**src/rtl/vram_port_arbiter_pkg.sv**
```systemverilog
// Shared definitions for the frame-RAM port arbiter and the video blocks around it.
package vram_port_arbiter_pkg;

    localparam int DATA_WIDTH_DEF = 15;
    localparam int ADDR_WIDTH_DEF = 16;

    localparam logic REQ0 = 1'b0;
    localparam logic REQ1 = 1'b1;

    // Captured at read grant, consumed in the response cycle.
    typedef struct packed {
        logic vld;
        logic id;
        logic stale;
    } rd_tag_t;

endpackage

```
**src/rtl/vram_port_arbiter_rr_arbiter2.sv**
```systemverilog
// Two-requester round-robin arbiter; grants are combinational, pointer flips only on contention.
module rr_arbiter2
    import vram_port_arbiter_pkg::*;
(
    input  logic       clk,
    input  logic       reset,
    input  logic [1:0] req_i,
    output logic [1:0] gnt_o
);

    logic ptr_q, ptr_d;

    always_comb begin
        gnt_o = 2'b00;
        ptr_d = ptr_q;
        if (!reset) begin
            if (req_i[REQ0] && req_i[REQ1]) begin
                gnt_o[ptr_q] = 1'b1;
                ptr_d        = ~ptr_q;
            end else begin
                gnt_o = req_i;
            end
        end
    end

    always_ff @(posedge clk) begin
        if (reset) ptr_q <= REQ0;
        else       ptr_q <= ptr_d;
    end

endmodule

```
**src/rtl/vram_port_arbiter.sv**
```systemverilog
// Shares one simple dual-port frame RAM between two writers and two readers, routing
// registered read data back by tag and flagging reads that raced a same-address write.
module vram_port_arbiter
    import vram_port_arbiter_pkg::*;
#(
    parameter int DATA_WIDTH = DATA_WIDTH_DEF,
    parameter int ADDR_WIDTH = ADDR_WIDTH_DEF
) (
    input  logic                  clk,
    input  logic                  reset,
    input  logic                  wr0_req,
    input  logic [ADDR_WIDTH-1:0] wr0_addr,
    input  logic [DATA_WIDTH-1:0] wr0_data,
    output logic                  wr0_gnt,
    input  logic                  wr1_req,
    input  logic [ADDR_WIDTH-1:0] wr1_addr,
    input  logic [DATA_WIDTH-1:0] wr1_data,
    output logic                  wr1_gnt,
    input  logic                  rd0_req,
    input  logic [ADDR_WIDTH-1:0] rd0_addr,
    output logic                  rd0_gnt,
    output logic                  rd0_valid,
    output logic [DATA_WIDTH-1:0] rd0_data,
    input  logic                  rd1_req,
    input  logic [ADDR_WIDTH-1:0] rd1_addr,
    output logic                  rd1_gnt,
    output logic                  rd1_valid,
    output logic [DATA_WIDTH-1:0] rd1_data,
    output logic                  rd_stale,
    output logic                  ram_we,
    output logic [ADDR_WIDTH-1:0] ram_write_addr,
    output logic [DATA_WIDTH-1:0] ram_data,
    output logic [ADDR_WIDTH-1:0] ram_read_addr,
    input  logic [DATA_WIDTH-1:0] ram_q
);

    logic [1:0] wr_gnt, rd_gnt;
    rd_tag_t    tag_q, tag_d;
    logic       resp_ok;

    rr_arbiter2 u_wr_arb (
        .clk   (clk),
        .reset (reset),
        .req_i ({wr1_req, wr0_req}),
        .gnt_o (wr_gnt)
    );

    rr_arbiter2 u_rd_arb (
        .clk   (clk),
        .reset (reset),
        .req_i ({rd1_req, rd0_req}),
        .gnt_o (rd_gnt)
    );

    assign wr0_gnt = wr_gnt[REQ0];
    assign wr1_gnt = wr_gnt[REQ1];
    assign rd0_gnt = rd_gnt[REQ0];
    assign rd1_gnt = rd_gnt[REQ1];

    assign ram_we         = |wr_gnt;
    assign ram_write_addr = wr_gnt[REQ1] ? wr1_addr : wr0_addr;
    assign ram_data       = wr_gnt[REQ1] ? wr1_data : wr0_data;
    assign ram_read_addr  = rd_gnt[REQ1] ? rd1_addr : rd0_addr;

    // RAM has no write-through, so a same-address race returns the old word.
    always_comb begin
        tag_d.vld   = |rd_gnt;
        tag_d.id    = rd_gnt[REQ1];
        tag_d.stale = (|rd_gnt) && ram_we && (ram_read_addr == ram_write_addr);
    end

    always_ff @(posedge clk) begin
        if (reset) tag_q <= '0;
        else       tag_q <= tag_d;
    end

    // Gating with reset drops a response whose grant landed just before reset.
    assign resp_ok   = tag_q.vld && !reset;
    assign rd0_valid = resp_ok && (tag_q.id == REQ0);
    assign rd1_valid = resp_ok && (tag_q.id == REQ1);
    assign rd_stale  = resp_ok && tag_q.stale;
    assign rd0_data  = ram_q;
    assign rd1_data  = ram_q;

endmodule

```
**config.mk**
```make
export PLATFORM = sky130hd
export DESIGN_NAME = vram_port_arbiter
export DESIGN_NICKNAME = d
export VERILOG_FILES = /design/src/rtl/vram_port_arbiter_pkg.sv /design/src/rtl/vram_port_arbiter_rr_arbiter2.sv /design/src/rtl/vram_port_arbiter.sv
export SDC_FILE = /design/constraint.sdc
export NUM_CORES = 1
export LEC_CHECK = 0
export BUFFER_PORTS_ARGS = -buffer_cell sky130_fd_sc_hd__buf_2
export CAP_MARGIN = 15
export CORE_AREA = 2 2 78 80
export DETAILED_ROUTE_END_ITERATION = 8
export DIE_AREA = 0 0 80 82
export PLACE_DENSITY = 0.69
export SETUP_SLACK_MARGIN = 0.4
export SKIP_CTS_REPAIR_TIMING = 1
export SLEW_MARGIN = 20
export SYNTH_ARGS = -nofsm -noshare
export SYNTH_HDL_FRONTEND = slang
export SYNTH_SLANG_ARGS = --single-unit
export TNS_END_PERCENT = 50
```
**constraint.sdc**
```tcl
create_clock -name clk -period 2.4 [get_ports clk]
set_input_delay 0.36 -clock clk [delete_from_list [all_inputs] [get_ports clk]]
set_output_delay 0.36 -clock clk [all_outputs]
set_load 0.05 [all_outputs]
```
==> results.ini <==
[die]
initial_core_util_pct = 25.3
dieArea_sq_um = 6560
coreArea_sq_um = 5750
fp.dieH_um = 82
ios = 200
num_rows = 28
die_w_um = 80

[synthesis]
synth_top_area_share_pct = 20.9
syn_avg_cell_area_sq_um = 7.94
synth.most_common_cell = buf_4
ys_ff_latch = 5
synth_commonest_cells = buf_4, mux2_2, and3_1, nand2_1, xor2_1
synth_nets = 298
synth-edff-count = 0
yosysTopAreaCell = mux2_2
synth_warnings = 0
synthDistinctLibCells = 31
yosys-top-cells-area = mux2_2, buf_4, dfxtp_1, xor2_1, and3_1
synth_cells = 183
ys.flop_type = dfxtp_1
synthArstFlopShare_pct = 0
syn_area_sq_um = 1450
synth-seq-area-share_pct = 6.89

[critical_path]
crit_family = simple AND/OR/NAND/NOR gates
path_max_fanout = 5
start_kind = register
arrival_ps = 1660
crit_path_top_delay_cell = mux2_2
max_stage_delay_ps = 350
end_kind = output pin
critPathBufInv = 2
cp.required_ps = 2040
worstPathCellList = and2b_4 > nor2_4 > buf_4 > mux2_2 > buf_2
path_class = reg2out

[final_layout]
drive_gt1_share_pct = 69.9
fillers = 595
fin_nets = 432
multi_input_area_sq_um = 1160
n_antenna_cell = 0
syn2layout_area_growth_pct = 62.7
post-route-util_pct = 41.1
seqCellArea_sq_um = 103
finalNonFillerCells = 391

[place]
port_buffers = 154
placed_cells = 381
gp_congestion = 0.735
place_ws_ps = -15.5
hpwl_um = 5060

[pwr]
leakagePower_nw = 1.29
irDropWorstVdd_uv = 164
powerDensity_nw_per_um2 = 393

[sta]
rsz0062_at_grt = true
worst_pin_slew_ps = 445
fin_ws_ps = 381
setup_viol = 0
fin_hold_ws_ps = 333
fin_skew_ps = 0.855
max_freq_mhz = 495
slew_headroom_pct = 70.0
timing.final.hold_violations = 0
setup_tns_ps = 0
finalCriticalPeriod_ps = 2020
finalCritPeriodShare_pct = 84.1
drv_slew = 0

[clocking]
clkSinkCount = 5
clk_pin_slew_ps = 40
cts_tree = built
htree_levels = 1
numCtsBuffers = 3
cts_buffer_depth = 2
cts_root_buf = clkbuf_8
clk_latency_ps = 220

[global_routing]
grt_pass1_vias = 1810
grt_max_degree = 13
antenna_found_initial = 0
grtUsageTotal_pct = 16.8
grt_pass1_wl_um = 8460
overflow = 0

[routing]
firstDrtPassIters = 4
wl_um = 6110
ant_nets = 0
routedWlPerCell_um = 15.6
vias = 1831
drtIter0Drc = 36
drcViolationCount = 0
viasPerCell = 4.68

[run_status]
outcome = finished clean

[min_path]
hold_class = in2reg

[run]
cap_violations = 0

through the flow:
stage	total power, mW	instance area, sq um
2_1_floorplan	0.679	1500
3_3_place_gp	0.717	2130
3_5_place_dp	0.721	2130
4_1_cts	0.887	2170
5_1_grt	0.977	2360
6_report	0.930	2360
cell families after synthesis:
logic type	after synthesis	synth area share [%]
AO/OA/AOI/OAI	32	15.5
XOR/XNOR	10	6.03
buffers and inverters	38	19.1
flip-flops	5	6.89
multiplexers	31	25.1
AND/OR/NAND/NOR	67	27.4
routing by layer:
metal	routed length (um)	up-vias	track usage [%]
li1	-	900	-
met1	2150	817	15.6
met2	3400	99	36.8
met3	475	15	2.53
met4	89	0	4.75
met5	0	-	0
area by class of cell:
class,instances,share of cell area [%]
repair buffers,166,40.3
well taps,75,3.97
inverters,1,0.159
clock buffers,4,1.91
multi-input cells,140,49.3
flip-flops and latches,5,4.34
registers in the layout, summed over array words and instances (netlist names):
| signal | flops |
|---|---|
| tag_q | 3 |
| u_rd_arb.ptr_q | 1 |
| u_wr_arb.ptr_q | 1 |
layout by cell type (no fill, tap or decap), drive strengths merged, types with 8 or more instances in the layout:
cell,netlist,routed
xor2,10,10
and3,12,12
nand2,12,12
o21ai,8,8
a21boi,8,8
o211ai,8,8
nor2,9,9
mux2,31,31
buf,37,163
nand3,8,8
or2,8,8
worst reg2reg max path: cells and delay by family, from the launching register on:
kind	cells	cell delay (ps)
mux	1	350
buf+inv	1	170
simple gates	4	870
flops	1	320
xor+xnor	1	160
power breakdown:
part	internal [mW]	switching (mW)
Sequential	0.0892	0.00333
Clock	0.115	0.0464
Combinational	0.253	0.423
Total	0.457	0.473
path summary, 6_finish.rpt:
check	start	to	slack, ps	depth (start not counted)
hold / removal	reset	u_wr_arb.ptr_q$_SDFFE_PP0P_	330	2
setup / recovery	u_wr_arb.ptr_q$_SDFFE_PP0P_	ram_write_addr[4]	380	5
hold reg to reg	u_rd_arb.ptr_q$_SDFFE_PP0P_	u_rd_arb.ptr_q$_SDFFE_PP0P_	530	2
setup reg to reg	u_wr_arb.ptr_q$_SDFFE_PP0P_	tag_q[0]$_SDFF_PP0_	470	7
(Power assumes the default switching activity.)
